**config.mk**
```make
export PLATFORM = sky130hd
export DESIGN_NAME = psa_search_ctrl
export DESIGN_NICKNAME = d
export VERILOG_FILES = /design/src/rtl/psa_search_ctrl.sv
export SDC_FILE = /design/constraint.sdc
export NUM_CORES = 1
export LEC_CHECK = 0
export ABC_AREA = 1
export ABC_CLOCK_PERIOD_IN_PS = 7600
export BUFFER_PORTS_ARGS = -buffer_cell sky130_fd_sc_hd__buf_2
export CORE_ASPECT_RATIO = 1.4
export CORE_MARGIN = 5
export CORE_UTILIZATION = 45
export DETAILED_ROUTE_END_ITERATION = 8
export PLACE_DENSITY = 0.75
export RECOVER_POWER = 100
export SLEW_MARGIN = 40
export SYNTH_ARGS = -nofsm -noshare
export SYNTH_HDL_FRONTEND = slang
export SYNTH_SLANG_ARGS = --single-unit
```
**constraint.sdc**
```tcl
create_clock -name CLK100MHZ -period 7.6 [get_ports CLK100MHZ]
set_input_delay 1.9 -clock CLK100MHZ [delete_from_list [all_inputs] [get_ports CLK100MHZ]]
set_output_delay 1.9 -clock CLK100MHZ [all_outputs]
set_load 0.02 [all_outputs]
```
**src/rtl/psa_search_ctrl.sv**
```systemverilog
// Sequencer for the pattern search accelerator: naive sliding-window byte search over a
// BRAM block, reporting the first match address and resuming from it on request.
module psa_search_ctrl #(
   parameter int ADDR_W  = 8,
   parameter int DATA_W  = 8,
   parameter int MAX_PAT = 4,
   parameter int RD_LAT  = 1
) (
   input  logic                      CLK100MHZ,
   input  logic                      reset,
   input  logic                      start,
   input  logic                      resume,
   input  logic [ADDR_W-1:0]         blk_base,
   input  logic [ADDR_W:0]           blk_len,
   input  logic [MAX_PAT*DATA_W-1:0] pattern,
   input  logic [$clog2(MAX_PAT):0]  pat_len,
   output logic                      mem_en,
   output logic [ADDR_W-1:0]         mem_addr,
   input  logic [DATA_W-1:0]         mem_rdata,
   output logic                      busy,
   output logic                      done,
   output logic                      found,
   output logic [ADDR_W-1:0]         match_addr,
   output logic                      err
);
   localparam int CW  = ADDR_W + 1;
   localparam int PLW = $clog2(MAX_PAT) + 1;
   localparam int WCW = (RD_LAT > 1) ? $clog2(RD_LAT) : 1;

   typedef enum logic [2:0] {IDLE, ISSUE, WAIT, CMP, DONE} state_t;
   state_t state;

   logic [ADDR_W-1:0]         base_q;
   logic [CW-1:0]             len_q;
   logic [MAX_PAT*DATA_W-1:0] pat_q;
   logic [PLW-1:0]            plen_q;
   logic [CW-1:0]             i;
   logic [CW-1:0]             j;
   logic [WCW-1:0]            wcnt;

   logic [CW-1:0]     plen_ext;
   logic [CW-1:0]     last_i;
   logic [CW-1:0]     i_nxt;
   logic [CW-1:0]     j_nxt;
   logic [DATA_W-1:0] pat_byte;
   logic              hit;
   logic              cfg_bad;

   function automatic logic [ADDR_W-1:0] addr_of(input logic [ADDR_W-1:0] b,
                                                 input logic [CW-1:0] ii,
                                                 input logic [CW-1:0] jj);
      return b + ii[ADDR_W-1:0] + jj[ADDR_W-1:0];
   endfunction

   always_comb begin
      plen_ext = CW'(plen_q);
      last_i   = len_q - plen_ext;
      i_nxt    = i + CW'(1);
      j_nxt    = j + CW'(1);
      pat_byte = '0;
      for (int k = 0; k < MAX_PAT; k++) begin
         if (j == CW'(k)) pat_byte = pat_q[k*DATA_W +: DATA_W];
      end
      hit     = (mem_rdata == pat_byte);
      cfg_bad = (pat_len == '0) || (pat_len > PLW'(MAX_PAT)) || (CW'(pat_len) > blk_len);
   end

   always_ff @(posedge CLK100MHZ or negedge reset) begin
      if (!reset) begin
         state      <= IDLE;
         busy       <= 1'b0;
         done       <= 1'b0;
         found      <= 1'b0;
         err        <= 1'b0;
         mem_en     <= 1'b0;
         mem_addr   <= '0;
         match_addr <= '0;
         base_q     <= '0;
         len_q      <= '0;
         pat_q      <= '0;
         plen_q     <= '0;
         i          <= '0;
         j          <= '0;
         wcnt       <= '0;
      end else begin
         case (state)
            IDLE, DONE: begin
               if (start) begin
                  base_q <= blk_base;
                  len_q  <= blk_len;
                  pat_q  <= pattern;
                  plen_q <= pat_len;
                  i      <= '0;
                  j      <= '0;
                  found  <= 1'b0;
                  if (cfg_bad) begin
                     state <= DONE;
                     done  <= 1'b1;
                     err   <= 1'b1;
                  end else begin
                     state    <= ISSUE;
                     done     <= 1'b0;
                     err      <= 1'b0;
                     busy     <= 1'b1;
                     mem_en   <= 1'b1;
                     mem_addr <= blk_base;
                  end
               end else if (resume && state == DONE && found && !err) begin
                  found <= 1'b0;
                  // With no candidate window left, report "no further match" without any reads.
                  if (i_nxt <= last_i) begin
                     i        <= i_nxt;
                     j        <= '0;
                     done     <= 1'b0;
                     busy     <= 1'b1;
                     mem_en   <= 1'b1;
                     mem_addr <= addr_of(base_q, i_nxt, '0);
                     state    <= ISSUE;
                  end
               end
            end
            ISSUE: begin
               mem_en <= 1'b0;
               if (RD_LAT == 1) begin
                  state <= CMP;
               end else begin
                  wcnt  <= '0;
                  state <= WAIT;
               end
            end
            WAIT: begin
               if (wcnt == WCW'(RD_LAT - 2)) state <= CMP;
               else wcnt <= wcnt + WCW'(1);
            end
            CMP: begin
               if (hit && j == plen_ext - CW'(1)) begin
                  found      <= 1'b1;
                  match_addr <= addr_of(base_q, i, '0);
                  busy       <= 1'b0;
                  done       <= 1'b1;
                  state      <= DONE;
               end else if (hit) begin
                  j        <= j_nxt;
                  mem_en   <= 1'b1;
                  mem_addr <= addr_of(base_q, i, j_nxt);
                  state    <= ISSUE;
               end else if (i < last_i) begin
                  i        <= i_nxt;
                  j        <= '0;
                  mem_en   <= 1'b1;
                  mem_addr <= addr_of(base_q, i_nxt, '0);
                  state    <= ISSUE;
               end else begin
                  busy  <= 1'b0;
                  done  <= 1'b1;
                  state <= DONE;
               end
            end
            default: state <= IDLE;
         endcase
      end
   end
endmodule

```
# Word level (Yosys, flattened, before mapping)
# Index checks and enable logic that the tools add are counted.
# Widths: inputs -> output; s select.
# op_classes
add_sub_neg	8
n_lt_le_gt_ge	4
n_eq_ne	20
n_mux	60
reduce_logical	23
# ops
operator	count
$mux 9	12
$mux 8	11
$pmux 9 s2	2
$add 8x8->8	3
$mux 3	8
$reduce_and 6->1	4
$mux 1	21
$add 9x1->9 const B	2
$eq 9x2->1 const B	2
$ne 3x3->1 const B	6
$pmux 8 s2	1
$pmux 3 s4	1
$ne 2x2->1 const B	5
$reduce_and 5->1	2
$eq 9x1->1 const B	1
$eq 9x9->1	1
$gt 3x9->1	1
$le 9x9->1	1
$logic_not 9->1	1
$lt 9x9->1	1
$sub 9x3->9	1
$eq 8x8->1	1
$eq 3x2->1 const B	2
$logic_not 3->1	2
15 further kinds	23
# word_totals
register_bits	95
inputBits	64
out_inout_bits	21
wordCells	130

# Logic depth before layout (Yosys ltp)
# depth
depth_word	9
depth_mapped	25
ltp_nobuf	25

# Worst setup path before layout
# OpenSTA, ideal clock, no wires.
# synth_timing
kind	in2reg
startpoint	in blk_len[1]
endpoint	reg mem_addr[0]
setup_time_ns	0.117
arrival_time_ns	3.171
required_ns	7.483
path_slack_ns	4.312
stages	12
n_path_buf	0
cell_sequence	inv_1 > ha_1 > a21oi_1 > nor2_1 > o2111ai_1 > nand2_1 > nand2_1 > nand2_2 > nor2_8 > nand2_4 > nand2_1 > nand2_1
# synth_via
elab_chain_cells	4
# synth_lines
element	line_no	text
start, declared	14	input logic [ADDR_W:0] blk_len,
$gt 3x9->1	65	cfg_bad = (pat_len == '0) || (pat_len > PLW'(MAX_PAT)) || (CW'(pat_len) > blk_len);
$logic_or 1x1->1	65	
$ne 3x3->1 (no line)	--	
$reduce_and 6->1 (no line)	--	
end signal, assigned	106	mem_addr <= blk_base;
end signal, assigned	117	mem_addr <= addr_of(base_q, i_nxt, '0);
end signal, assigned	145	mem_addr <= addr_of(base_q, i, j_nxt);
end, declared	18	output logic [ADDR_W-1:0] mem_addr,
# Every way passes these cells.
# A chain may end at the register's enable or synchronous reset.

# Worst setup path in the final report
# layout_timing
startpoint	in start
endpoint	reg base_q[7]
# layout_via
elab_chain_cells	1
# layout_lines
element	line_no	text
start, declared	11	input logic start,
$reduce_and 2->1 (no line)	--	
end signal, assigned	89	base_q <= blk_base;
end, declared	33	logic [ADDR_W-1:0] base_q;
# Every way passes these cells.

==> out/summary.md <==
The number of synthesized register bits was 95. Setup slack on the critical path of the routed design comes to 2330 ps. The area share of the largest cell type after synthesis was 34.4%.

The largest delay contributor family on the critical path was buffers and inverters. The slowest stage of the critical path is the sky130_fd_sc_hd__clkbuf_1 cell. The layout has 1513 filler cells. The critical path is of the input port to register type. The total stage count of the critical path was 6; the deepest level of the CTS H-tree was 3. The number of top-level design ports is 85. The kind of launch point of the worst setup path was an input port. Counting instances, the worst hold path has a depth of 2. The largest net degree at the start of global routing was 77; the minimum period implied by the final worst setup slack was 5270 ps. The cell sitting at the root of the clock tree is a sky130_fd_sc_hd__clkbuf_16. Path type of the worst min-delay path: register to register.

The relative area change from synthesis to final layout was 10.2%; the worst clock skew on the final layout was 8.26 ps. The fraction of final layout cells with drive strength greater than 1 came out at 10.6%. The most used flip-flop cell after synthesis was sky130_fd_sc_hd__dfrtp_1. The mean number of vias per cell was 5.10; the reg-to-reg setup timing slack was 3240 ps. Across the VDD grid, the largest voltage drop is 0.000136 V. For this design the static power due to leakage is 0.00411 uW. The final layout contains 1152 nets. Yosys attributes the largest share of cell area to sky130_fd_sc_hd__dfrtp_1 34%, sky130_fd_sc_hd__nand2_1 18%, sky130_fd_sc_hd__ha_1 8.2%. OpenSTA, run right after detailed placement, puts the worst setup slack at 3890 ps.

The detailed router finished its first iteration with 432 violations. Across the run, the number of max-cap violations was 2. The timing-limited maximum frequency is 0.190 GHz. After detailed routing, the number of remaining DRC violations is 0. The path with the worst hold slack has its endpoint at done. The width of the die was 115 um; the number of routed nets with antenna violations was 0.

The tightest hold margin was 472 ps; the total via count after detailed routing was 6309. The count of standard-cell rows came out at 53. The flow ran to the end, but the final reports show violations. The portion of the post-synthesis area used by sequential elements was 34.4%; the synthesized area was 0.00691 mm^2.

The logs give 5510 ps for the data arrival at the endpoint of the critical path and 5 for the first-pass detailed-route iteration total. The share of flip-flops with an asynchronous set or reset is 100%. The tools report the detailed placer's ending HPWL as 13.7 mm. Once the floorplan was initialized, standard cells occupied 45.9% of the core. After clock tree synthesis, the clock-pin slew on the worst setup and hold paths is 70 ps. After technology mapping, the gate count stands at 965.

For the number of antenna violations at the first check in global routing, the log shows 0. The maximum count of clock buffers along a single path is 2, and the y dimension of the die is 157 um. TritonCTS built the clock tree.

The number of nets in the synthesized netlist is 1078. At the end of the flow the core is filled with cells to 50.6%. Setup violations remaining at the end of the flow were counted as 0. The run gives 0 as the number of gates given a new drive strength after cts.

Launching point of the worst reg2reg path: state[1]. The signal on the critical path passes through buf_2, inv_1, nor2_4, clkbuf_1, inv_2, o21ai_0. The worst register-to-register path ends at base_q[7].

Each instance of the synthesized netlist takes up on average 7.16 um^2. The global-route wire length before repair came out at 29.7 mm. Summed over all instances, the cell type with the most area after synthesis is sky130_fd_sc_hd__dfrtp_1. The count of flip-flops with a built-in enable after synthesis was 0; the number of buffers added by the clock tree synthesis step was 9. The hold violation total from the final report is 0, and the clock latency on the worst-skew pair is 350 ps. Setup total negative slack on the finished layout was measured at 0 ps. For this design, the CTS-stage hold fixing added 0 buffers.

The number of antenna diodes is 0. The placed cell count is 1220, and the relative slew slack is -85.7%. After the flow finishes, the layout carries non-filler instances totaling 1236.

Setup repair after global routing left no endpoint under its margin. Global route total overflow: 0. The overall global routing resource usage came out at 20.5%. For the pin with the worst max-slew slack, the measured transition is 2790 ps. In the layout the commonest cells are 333 x sky130_fd_sc_hd__nand2_1, 115 x sky130_fd_sc_hd__inv_1, 95 x sky130_fd_sc_hd__dfrtp_1. The routed wirelength normalized by instance count is 14.2 um. The die covers 0.0180 mm^2.

Summed over all layers, the routed wires come to 17.6 mm. For the via count of the first global-routing pass, the log shows 6269. Clock tree synthesis found a total of 95 sinks.

The worst reg-to-reg path cell count is 6, and the count of distinct cell types in the synthesized netlist is 44. The largest single stage delay on the critical path is 1950 ps. The count of warnings emitted by yosys was 0. The commonest non-fill, non-tap cell in the layout was sky130_fd_sc_hd__nand2_1.

The final reports fail on capacitance limit, slew limit. In the finished design, the share of the clock period the worst path needs comes to 69.4%. The critical hold path startpoint was done. The placeable core area is 0.0151 mm^2, and the number of buffers inserted by post-CTS setup repair is 0.

The largest driver fanout on the critical path was 76; the power density over the cells was 360 mW/mm^2. The combined buffer and inverter count along the critical path works out to 4. Worst path required time: 7840 ps. The number of max-slew violations in the final report is 117. The congestion estimate from routability-driven global placement came to 0.933. STA classifies the critical path endpoint as a register.

Port buffering added 84 buffers.
## report_power, final
| group | total (uW) | internal, uW | leakage (uW) | switching, uW |
|---|---|---|---|---|
| Sequential | 803 | 687 | 0.00121 | 116 |
| Combinational | 1490 | 515 | 0.00276 | 977 |
| Clock | 447 | 229 | 0.000136 | 218 |
| Total | 2740 | 1430 | 0.00411 | 1310 |
## worst max-delay path by stage
stage                     startpoint           to
after floorplan           blk_len[1]  mem_addr[0]
after global placement         start    base_q[7]
after detailed placement  blk_len[1]  mem_addr[6]
after CTS                   len_q[0]         i[3]
after global routing           start     len_q[2]
final                          start    base_q[7]
## layout make-up
cell class                 instances  area, um^2  area share (%)
multi-input combinational        723        3830            50.3
sequential                        95        2380            31.2
inverter                         123         468            6.15
timing repair buffer              87         410            5.39
tap                              192         240            3.16
clock buffer                       9         225            2.96
clock inverter                     7        60.1           0.789
## logic make-up (layout without fill, tap and decap cells)
| logic type | Yosys count | count (layout) | share of synthesized area [%] |
|---|---|---|---|
| compound gates | 110 | 110 | 9.11 |
| xor+xnor | 37 | 37 | 4.69 |
| fa+ha+maj | 49 | 49 | 9.31 |
| buf+inv | 147 | 226 | 8.86 |
| flops | 95 | 95 | 34.4 |
| simple gates | 527 | 527 | 33.6 |
## sequential cells by signal, summed over array words and instances, names as in the netlist
register	count
base_q	8
busy	1
done	1
err	1
found	1
i	9
j	9
len_q	9
match_addr	8
mem_addr	8
mem_en	1
pat_q	32
plen_q	3
state	3
wcnt	1
## through the flow
step,cell area (um^2),power [uW]
finish,7610,2740
global route,7610,3030
CTS,7740,2810
detailed placement,7450,2340
global placement,7450,2300
floorplan,6910,1980
## cells in the mapped netlist, types with 5 or more instances
master / count
sky130_fd_sc_hd__xor2_1: 25
sky130_fd_sc_hd__nand2_2: 11
sky130_fd_sc_hd__ha_1: 45
sky130_fd_sc_hd__nor2_1: 63
sky130_fd_sc_hd__nand2_1: 329
sky130_fd_sc_hd__dfrtp_1: 95
sky130_fd_sc_hd__inv_2: 5
sky130_fd_sc_hd__o21ai_2: 9
sky130_fd_sc_hd__nand3_1: 78
sky130_fd_sc_hd__nor3_1: 12
sky130_fd_sc_hd__nand4_1: 6
sky130_fd_sc_hd__o21ai_0: 50
sky130_fd_sc_hd__a21oi_1: 35
sky130_fd_sc_hd__clkbuf_1: 13
sky130_fd_sc_hd__inv_1: 115
sky130_fd_sc_hd__nand3b_1: 6
sky130_fd_sc_hd__xnor2_1: 12
## metal layers
| metal | track usage, % | up-vias | share of wire (%) |
|---|---|---|---|
| met3 | 2.75 | 37 | 4.8 |
| li1 | - | 3204 | - |
| met4 | 9.23 | 0 | 3.6 |
| met2 | 36.0 | 166 | 49 |
| met5 | 0 | - | 0 |
| met1 | 24.9 | 2902 | 42 |
## tightest hold or removal path: stages, from the launching register on
cell	delay [ps]
sky130_fd_sc_hd__dfrtp_1	340
sky130_fd_sc_hd__nand2_1	50
sky130_fd_sc_hd__nand2_1	50
(Power assumes the default switching activity.)
